**src/rtl/smem_bck_ctrl_stage_p.sv**
```systemverilog
// Backward-extension control stage of the SMEM pipeline: advances (bi,bj) and size/address
// bookkeeping per token behind a valid/ready handshake with a one-deep skid behind the output register.
module smem_bck_ctrl_stage_p #(
  parameter int RD_W   = 6,
  parameter int AW     = 7,
  parameter int DW     = 64,
  parameter int INFO_W = 32,
  parameter int CNT_W  = 32
) (
  input  logic              clk,
  input  logic              rst,
  input  logic              in_valid,
  output logic              in_ready,
  input  logic [5:0]        in_status,
  input  logic [RD_W-1:0]   in_read_num,
  input  logic [AW-1:0]     in_rd_addr,
  input  logic [AW-1:0]     in_wr_addr,
  input  logic [AW-1:0]     in_mem_wr_addr,
  input  logic [AW-1:0]     in_fwd_size,
  input  logic [AW-1:0]     in_new_size,
  input  logic [AW-1:0]     in_last_size,
  input  logic [AW-1:0]     in_bi,
  input  logic [AW-1:0]     in_bj,
  input  logic [7:0]        in_c,
  input  logic [AW-1:0]     in_min_intv,
  input  logic              in_iter_bnd,
  input  logic              in_last_read,
  input  logic [DW-1:0]     in_primary,
  input  logic [DW-1:0]     in_tok,
  input  logic [INFO_W-1:0] in_info,
  input  logic [4*DW-1:0]   in_pend,
  output logic [5:0]        out_status,
  output logic [RD_W-1:0]   out_read_num,
  output logic [AW-1:0]     out_rd_addr,
  output logic [AW-1:0]     out_wr_addr,
  output logic [AW-1:0]     out_mem_wr_addr,
  output logic [AW-1:0]     out_fwd_size,
  output logic [AW-1:0]     out_new_size,
  output logic [AW-1:0]     out_last_size,
  output logic [AW-1:0]     out_bi,
  output logic [AW-1:0]     out_bj,
  output logic [7:0]        out_c,
  output logic [AW-1:0]     out_min_intv,
  output logic              out_iter_bnd,
  output logic              out_last_read,
  output logic [DW-1:0]     out_primary,
  output logic [DW-1:0]     out_tok,
  output logic [INFO_W-1:0] out_info,
  output logic [4*DW-1:0]   out_pend,
  output logic              out_finish,
  output logic              out_valid,
  input  logic              out_ready,
  input  logic              cnt_clr,
  output logic [CNT_W-1:0]  cnt_run,
  output logic [CNT_W-1:0]  cnt_bubble,
  output logic              err_status
);

  localparam logic [5:0] ST_BUBBLE  = 6'h00;
  localparam logic [5:0] ST_F_INIT  = 6'h01;
  localparam logic [5:0] ST_F_RUN   = 6'h02;
  localparam logic [5:0] ST_F_BREAK = 6'h04;
  localparam logic [5:0] ST_BCK_INI = 6'h08;
  localparam logic [5:0] ST_BCK_RUN = 6'h10;
  localparam logic [5:0] ST_BCK_END = 6'h20;

  typedef struct packed {
    logic [5:0]        status;
    logic [RD_W-1:0]   read_num;
    logic [AW-1:0]     rd_addr;
    logic [AW-1:0]     wr_addr;
    logic [AW-1:0]     mem_wr_addr;
    logic [AW-1:0]     fwd_size;
    logic [AW-1:0]     new_size;
    logic [AW-1:0]     last_size;
    logic [AW-1:0]     bi;
    logic [AW-1:0]     bj;
    logic [7:0]        c;
    logic [AW-1:0]     min_intv;
    logic              iter_bnd;
    logic              last_read;
    logic [DW-1:0]     primary;
    logic [DW-1:0]     tok;
    logic [INFO_W-1:0] info;
    logic [4*DW-1:0]   pend;
    logic              finish;
  } tok_t;

  tok_t             r_out, r_skid, w_tok;
  logic             r_out_valid, r_skid_full, r_in_ready, r_err;
  logic [CNT_W-1:0] r_cnt_run, r_cnt_bubble;
  logic             w_acc, w_out_free, w_fire, w_legal;
  logic             w_jb, w_ib, w_ibn;
  logic [AW-1:0]    w_ls_m1;

  assign w_acc      = in_valid & r_in_ready;
  assign w_out_free = ~r_out_valid | out_ready;
  assign w_fire     = r_out_valid & out_ready;

  // j-boundary: j has reached the last column of the previous size (or there is none)
  assign w_ls_m1 = in_last_size - AW'(1);
  assign w_jb    = (in_last_size == '0) | (in_bj == w_ls_m1);
  assign w_ib    = w_jb & (in_bi != '0);
  assign w_ibn   = w_jb & (in_bi == '0);

  assign w_legal = (in_status == ST_BUBBLE)  | (in_status == ST_F_INIT)  |
                   (in_status == ST_F_RUN)   | (in_status == ST_F_BREAK) |
                   (in_status == ST_BCK_INI) | (in_status == ST_BCK_RUN) |
                   (in_status == ST_BCK_END);

  always_comb begin
    w_tok = '{status: in_status, read_num: in_read_num, rd_addr: in_rd_addr,
              wr_addr: in_wr_addr, mem_wr_addr: in_mem_wr_addr, fwd_size: in_fwd_size,
              new_size: in_new_size, last_size: in_last_size, bi: in_bi, bj: in_bj,
              c: in_c, min_intv: in_min_intv, iter_bnd: in_iter_bnd,
              last_read: in_last_read, primary: in_primary, tok: in_tok, info: in_info,
              pend: in_pend, finish: 1'b0};
    case (in_status)
      ST_BCK_INI: begin
        w_tok.c         = '0;
        w_tok.pend      = '0;
        w_tok.last_read = 1'b0;
      end
      ST_BCK_RUN: begin
        w_tok.bj        = w_jb ? '0 : in_bj + AW'(1);
        w_tok.bi        = in_iter_bnd ? '0 : (w_ib ? in_bi - AW'(1) : in_bi);
        w_tok.wr_addr   = w_jb ? in_fwd_size - AW'(1) : in_wr_addr;
        w_tok.last_size = w_jb ? in_new_size : in_last_size;
        w_tok.new_size  = w_jb ? '0 : in_new_size;
        w_tok.finish    = w_jb & (in_new_size == '0);
        w_tok.iter_bnd  = in_iter_bnd | w_ibn;
      end
      default: w_tok = '0;
    endcase
  end

  always_ff @(posedge clk or posedge rst) begin
    if (rst) begin
      r_out        <= '0;
      r_skid       <= '0;
      r_out_valid  <= 1'b0;
      r_skid_full  <= 1'b0;
      r_in_ready   <= 1'b0;
      r_cnt_run    <= '0;
      r_cnt_bubble <= '0;
      r_err        <= 1'b0;
    end else begin
      if (w_out_free) begin
        r_in_ready <= 1'b1;
        if (r_skid_full) begin
          r_out       <= r_skid;
          r_out_valid <= 1'b1;
          r_skid_full <= 1'b0;
        end else if (w_acc) begin
          r_out       <= w_tok;
          r_out_valid <= 1'b1;
        end else begin
          r_out_valid <= 1'b0;
        end
      end else if (w_acc) begin
        r_skid      <= w_tok;
        r_skid_full <= 1'b1;
        r_in_ready  <= 1'b0;
      end else begin
        r_in_ready <= ~r_skid_full;
      end

      if (cnt_clr) begin
        r_cnt_run    <= '0;
        r_cnt_bubble <= '0;
        r_err        <= 1'b0;
      end else begin
        if (w_fire && r_out.status == ST_BCK_RUN && !(&r_cnt_run))
          r_cnt_run <= r_cnt_run + CNT_W'(1);
        if (w_fire && r_out.status == ST_BUBBLE && !(&r_cnt_bubble))
          r_cnt_bubble <= r_cnt_bubble + CNT_W'(1);
        if (w_acc && !w_legal)
          r_err <= 1'b1;
      end
    end
  end

  assign in_ready        = r_in_ready;
  assign out_valid       = r_out_valid;
  assign out_status      = r_out.status;
  assign out_read_num    = r_out.read_num;
  assign out_rd_addr     = r_out.rd_addr;
  assign out_wr_addr     = r_out.wr_addr;
  assign out_mem_wr_addr = r_out.mem_wr_addr;
  assign out_fwd_size    = r_out.fwd_size;
  assign out_new_size    = r_out.new_size;
  assign out_last_size   = r_out.last_size;
  assign out_bi          = r_out.bi;
  assign out_bj          = r_out.bj;
  assign out_c           = r_out.c;
  assign out_min_intv    = r_out.min_intv;
  assign out_iter_bnd    = r_out.iter_bnd;
  assign out_last_read   = r_out.last_read;
  assign out_primary     = r_out.primary;
  assign out_tok         = r_out.tok;
  assign out_info        = r_out.info;
  assign out_pend        = r_out.pend;
  assign out_finish      = r_out.finish;
  assign cnt_run         = r_cnt_run;
  assign cnt_bubble      = r_cnt_bubble;
  assign err_status      = r_err;

endmodule

```
**config.mk**
```make
export PLATFORM = sky130hd
export DESIGN_NAME = smem_bck_ctrl_stage_p
export DESIGN_NICKNAME = d
export VERILOG_FILES = /design/src/rtl/smem_bck_ctrl_stage_p.sv
export SDC_FILE = /design/constraint.sdc
export NUM_CORES = 2
export LEC_CHECK = 0
export ABC_AREA = 1
export BUFFER_PORTS_ARGS = -buffer_cell sky130_fd_sc_hd__buf_2
export CORE_AREA = 2 2 421 423
export CTS_CLUSTER_SIZE = 12
export DETAILED_ROUTE_END_ITERATION = 8
export DIE_AREA = 0 0 423 425
export HOLD_SLACK_MARGIN = 0.03
export SLEW_MARGIN = 10
export SYNTH_ARGS = -nofsm -noshare
export SYNTH_HDL_FRONTEND = slang
export SYNTH_SLANG_ARGS = --single-unit
```
**constraint.sdc**
```tcl
create_clock -name clk -period 99.9 [get_ports clk]
set_clock_uncertainty 0.05 [all_clocks]
set_input_delay 19.98 -clock clk [delete_from_list [all_inputs] [get_ports clk]]
set_output_delay 19.98 -clock clk [all_outputs]
set_load 0.02 [all_outputs]
```
# After elaboration in Yosys (flattened, before gate mapping)
# Index checks and enable logic that the tools add are counted.
[classes] add_sub_neg=6 eq_ne=8 muxes=31 bitwise=17 reduce_logical=24
[op_table] operator="two-way mux 502 bit" count=2
[op_table] operator="two-way mux 256 bit" count=1
[op_table] operator="two-way mux 160 bit" count=1
[op_table] operator="two-way mux 32 bit" count=4
[op_table] operator="adder 32 x 1 -> 32 bit, second input constant" count=2
[op_table] operator="AND reduction 32 bit" count=2
[op_table] operator="one-hot mux 28 bit (2 select lines)" count=1
[op_table] operator="two-way mux 7 bit" count=7
[op_table] operator="logical NOT 7 bit" count=3
[op_table] operator="subtractor 7 x 1 -> 7 bit, second input constant" count=3
[op_table] operator="two-way mux 19 bit" count=1
[op_table] operator="two-way mux 14 bit" count=1
[op_table] operator="one-hot mux 7 bit (2 select lines)" count=1
[op_table] operator="== test 6 x 5 -> 1 bit, second input constant" count=2
[op_table] operator="logical NOT 6 bit" count=2
[op_table] operator="two-way mux 1 bit" count=10
[op_table] operator="nonzero test 2 bit" count=5
[op_table] operator="bitwise OR 1 bit" count=9
[op_table] operator="two-way mux 8 bit" count=1
[op_table] operator="adder 7 x 1 -> 7 bit, second input constant" count=1
[op_table] operator="== test 7 bit" count=1
[op_table] operator="nonzero test 7 bit" count=1
[op_table] operator="== test 6 x 1 -> 1 bit, second input constant" count=1
[op_table] operator="== test 6 x 2 -> 1 bit, second input constant" count=1
[op_table] operator="10 further kinds" count=23
[word_totals] ff_bits=1072 input_bits=506 out_inout_bits=569 wordCells=130

# Depth between registers and ports, before layout
[depth] ltp_word=11 depth_mapped=19 mapped_depth_nobuf=18

# Worst setup path before layout
# OpenSTA, ideal clock, no wires.
[synth_path] path_type="input -> register" from="in in_last_size[0]" to="reg r_out (netlist bit out_bi[2])" setup_time_ps=116 arrival_ps=21395 required_time_ps=99734 setup_slack_ps=78339 stages=18 n_path_buf=1 path_cell_list="inv_2 ha_1 inv_1 nand2_1 nand2_1 nor2_1 nand3_1 nor3_2 nand2_1 nand2_2 buf_6 nand2_2 nand2_1 nand2_1 nand2_1 nand3_1 nand2_1 nand2_1"
[synth_between] elab_chain_cells=9 word_cells_on_any_way=10 classes_between="add/sub: 1; eq/ne: 1; mux: 5; bitwise: 2; reduce/logical: 1"
[synth_lines] element="start: declaration" line="21" rtl="input logic [AW-1:0] in_last_size,"
[synth_lines] element="subtractor 7 x 1 -> 7 bit" line="101" rtl="assign w_ls_m1 = in_last_size - AW'(1);"
[synth_lines] element="== test 7 bit" line="102" rtl="assign w_jb = (in_last_size == '0) | (in_bj == w_ls_m1);"
[synth_lines] element="bitwise OR 1 bit (*)" line="102"
[synth_lines] element="AND 1 bit (*)" line="103" rtl="assign w_ib = w_jb & (in_bi != '0);"
[synth_lines] element="two-way mux 7 bit (*) (2 in a row)" line="126" rtl="w_tok.bi = in_iter_bnd ? '0 : (w_ib ? in_bi - AW'(1) : in_bi);"
[synth_lines] element="one-hot mux 28 bit (2 select lines) (*)" line="118" rtl="case (in_status)"
[synth_lines] element="two-way mux 502 bit (*)" line="154" rtl="end else if (w_acc) begin"
[synth_lines] element="two-way mux 502 bit (*)" line="150" rtl="if (r_skid_full) begin"
[synth_lines] element="end signal: assignment" line="151" rtl="r_out <= r_skid;"
[synth_lines] element="end signal: assignment" line="155" rtl="r_out <= w_tok;"
[synth_lines] element="end: declaration" line="89" rtl="tok_t r_out, r_skid, w_tok;"
# Every way passes the cells marked *; elsewhere a longest branch is shown, timed or not. The select of a mux whose other input is x is not followed.
# A chain may end at the register's enable or synchronous reset.

# Worst setup path after layout
[layout_path] from="in in_status[1]" to="reg r_out (netlist bit out_tok[56])"
[layout_between] elab_chain_cells=5 word_cells_on_any_way=6 classes_between="eq/ne: 2; mux: 3; reduce/logical: 1"
[layout_lines] element="start: declaration" line="14" rtl="input logic [5:0] in_status,"
[layout_lines] element="== test 6 x 4 -> 1 bit / == test 6 x 5 -> 1 bit (equally long branches)" line="118"
[layout_lines] element="OR reduction 2 bit (no line) (*)"
[layout_lines] element="two-way mux 160 bit (*)" line="118"
[layout_lines] element="two-way mux 502 bit (*)" line="154"
[layout_lines] element="two-way mux 502 bit (*)" line="150"
# Marks and branches as above.

==> qor.csv <==
metric,value,unit
CTS tree,yes,
pwr/cell area,21.9,nW/um^2
initial DRC count,4416,
clock sinks,1072,
distinct cell type count after synthesis,39,
"Seq/Total Area, Yosys",0.558,
largest family of logic cells by synthesized area,simple AND/OR/NAND/NOR gates,
core area,175000,um^2
Worst EP required,100.54,ns
fin crit share,0.241,
Static Leak,0.0291,uW
Die W,423,um
Hold Fails Final Rpt,0,
Nets,7084,
clock tree root driver cell,clkbuf_16,
reg2reg start,r_skid_full,
unrepaired setup endpoints after global routing,false,
vias in the first global route,43296,
largest net degree at the start of global routing,176,
overall power,1290,uW
Avg Inst Size Synth,8.34,um^2
peak supply drop,0.0145,mV
Register Area,26800,um^2
vias per cell,5.09,
Initial Util,0.274,
Die Area,180000,um^2
status,"complete, no violations",
CP Capture Type,flip-flop,
Mapped Cells,5767,
footprint of the multi-input gates,18900,um^2
gr ovfl total,0,
Worst-path clk slew,0.06,ns
post-synthesis mux area share,0,
CP cell instances,"buf_2, nor2_2, nand2_1, nor3_4, buf_4, inv_1, nand2_4, buf_4, buf_4, buf_4, nand3_1, a21oi_1",
synth warn,0,
# rows,154,
HP Class,reg2reg,
min cycle time layout,24.03,ns
GP Congestion,0.927,
Synth Area in Compound Gates,0.117,
Post-Syn Nets,6281,
first-pass GRT wire length,275000,um
simple-gate share of the synthesized area,0.264,
DRC,0,
routed via count,46046,
kind of critical path,in2reg,
fin. max-slew vios,0,
CTS-repair resized insts,0,
antenna-violating nets left,0,
post-CTS setup buffers,0,
worst-margin pin slew,1.38,ns
synthesized area,48100,um^2
slowest CP cell,buf_4,
Clock Tree Buf Depth,3,
I/O pins,1075,
H-tree levels,3,
Slew HR,0.0778,
setup_tns,0,ns
hold_buf cts,0,
arrival time worst endpoint,24.66,ns
nature of the critical path startpoint,primary input,
maximum single-stage delay on the critical path,0.87,ns
die height,425,um
buffers added on ports,1074,
"most used cell, CP",buf_4,
CTS buffer count,120,
Final setup viols,0,
clk_lat worst skew,0.77,ns
Post-Synth Adder-Cell Area,0.00208,
DR WL/cell,20.2,um
XOR/XNOR share of the synthesized area,0.00874,
register bit total from synthesis,1072,
initial antenna violation count,58,
P&R area growth vs syn,22.5,%
HP Start,r_skid[418],
Max Cap Viol,0,
share of layout cells above drive strength 1,0.204,
DP HPWL,120000,um
DRT Pass-1 Iters,6,
Worst R2R Setup Slack,94.61,ns
Max Clock Freq,41.6,MHz
CP max FO,98,
overall global routing resource usage,0.194,
CP startpoint,in_status[1],
# fillers,18487,
routed wire length,183000,um
-- critical path: cells and delay by family --
kind | cells | cell delay [ns]
simple gates | 5 | 1.00
buf+inv | 6 | 3.32
compound gates | 1 | 0.19
-- sequential cells by signal, indices dropped and copies added (netlist names), 8 cells and up --
register,flops
out_c,8
out_info,32
cnt_run,32
out_primary,64
out_tok,64
cnt_bubble,32
r_skid,502
out_pend,256
-- cell families (layout without fill, tap and decap cells) --
kind of cell / Yosys count / in the layout
other cells: 0 / 40
fa+ha+maj: 8 / 8
simple gates: 2987 / 2987
flops: 1072 / 1072
buf+inv: 552 / 1449
compound gates: 1100 / 1100
xor+xnor: 48 / 48
-- per-stage QoR --
step | cell area, um^2 | worst slack, ns | utilization | hold WS [ns] | std cells
final | 58900 | 75.87 | 0.336 | 0.422 | 9044
after global routing | 58900 | 75.24 | 0.336 | 0.441 | 9037
after detailed placement | 54900 | 74.90 | 0.313 | 0.410 | 8788
after floorplan | 48100 | 49.69 | - | 0.394 | 5767
after CTS | 58800 | 75.78 | 0.335 | 0.427 | 9004
after global placement | 54900 | 74.96 | 0.313 | 0.407 | 8788
-- final cells by class --
class | count | area share
clock inverter | 38 | 0.00669
antenna | 40 | 0.00170
multi-input combinational | 4143 | 0.320
inverter | 97 | 0.00669
timing repair buffer | 1136 | 0.100
sequential | 1072 | 0.455
tap | 2340 | 0.0497
clock buffer | 178 | 0.0595
-- cells in the mapped netlist --
| library cell | n | area, um^2 |
|---|---|---|
| and3_1 | 2 | 12.5 |
| nor3_4 | 1 | 16.3 |
| clkbuf_1 | 247 | 927 |
| nor2_2 | 3 | 18.8 |
| ha_1 | 8 | 100 |
| buf_1 | 20 | 75.1 |
| or2_1 | 1 | 6.26 |
| dfrtp_1 | 1072 | 26800 |
| o22ai_1 | 7 | 43.8 |
| or2_2 | 2 | 12.5 |
| nor3_1 | 37 | 185 |
| and2_4 | 1 | 8.76 |
| clkinv_1 | 1 | 3.75 |
| nor2_4 | 3 | 33.8 |
| nor4_2 | 1 | 12.5 |
| buf_6 | 14 | 158 |
| inv_1 | 85 | 319 |
| a21oi_1 | 943 | 4720 |
| o21ai_0 | 72 | 360 |
| nor4_1 | 15 | 93.8 |
| nand3_1 | 967 | 4840 |
| o21bai_1 | 1 | 7.51 |
| a31oi_1 | 14 | 87.6 |
| nand2_1 | 1313 | 4930 |
| nor2_1 | 604 | 2270 |
| a22oi_1 | 4 | 30.0 |
| nor3_2 | 4 | 40.0 |
| o211a_1 | 1 | 10.0 |
| inv_2 | 11 | 41.3 |
| buf_4 | 17 | 128 |
| buf_2 | 157 | 786 |
| nand2_4 | 2 | 22.5 |
| o31ai_1 | 32 | 240 |
| nor3b_1 | 2 | 15.0 |
| xnor2_1 | 19 | 166 |
| nand2_2 | 4 | 25.0 |
| xor2_1 | 29 | 254 |
| nand4_1 | 25 | 156 |
| o21ai_1 | 26 | 130 |
-- routing by layer --
layer | vias to the layer above | global-route usage | routed length (um)
li1 | 20919 | - | -
met1 | 22966 | 0.259 | 76300
met2 | 1781 | 0.298 | 85600
met3 | 364 | 0.0428 | 13000
met4 | 16 | 0.0910 | 7950
met5 | - | 0 | 91
-- power by group --
part	internal, uW	switching [uW]	total (uW)
clock network	255	189	443
logic	87.8	225	313
registers	494	41.4	535
total	836	455	1290
-- final timing paths --
check | end | cells past startpoint
max in group asynchronous | r_skid[495] | 7
worst max-delay path | out_tok[56] | 12
worst min-delay path | r_skid[418] | 2
worst min register to register | r_skid[418] | 2
min in group asynchronous | r_skid[284] | 2
worst max register to register | out_pend[42] | 8
-- layout by cell type, fill, tap and decap left out, drive strengths merged, types with 5 or more instances in the layout --
master / instances
nor2: 610
nand2: 1319
xor2: 29
nor3: 42
o31ai: 32
xnor2: 19
diode: 40
clkinv: 25
a31oi: 14
buf: 1136
nand4: 25
o21ai: 98
dfrtp: 1072
nor4: 16
bufinv: 5
inv: 102
a21oi: 943
o22ai: 7
nand3: 967
ha: 8
clkbuf: 178
No activity file was read; power rests on OpenSTA's default activity.
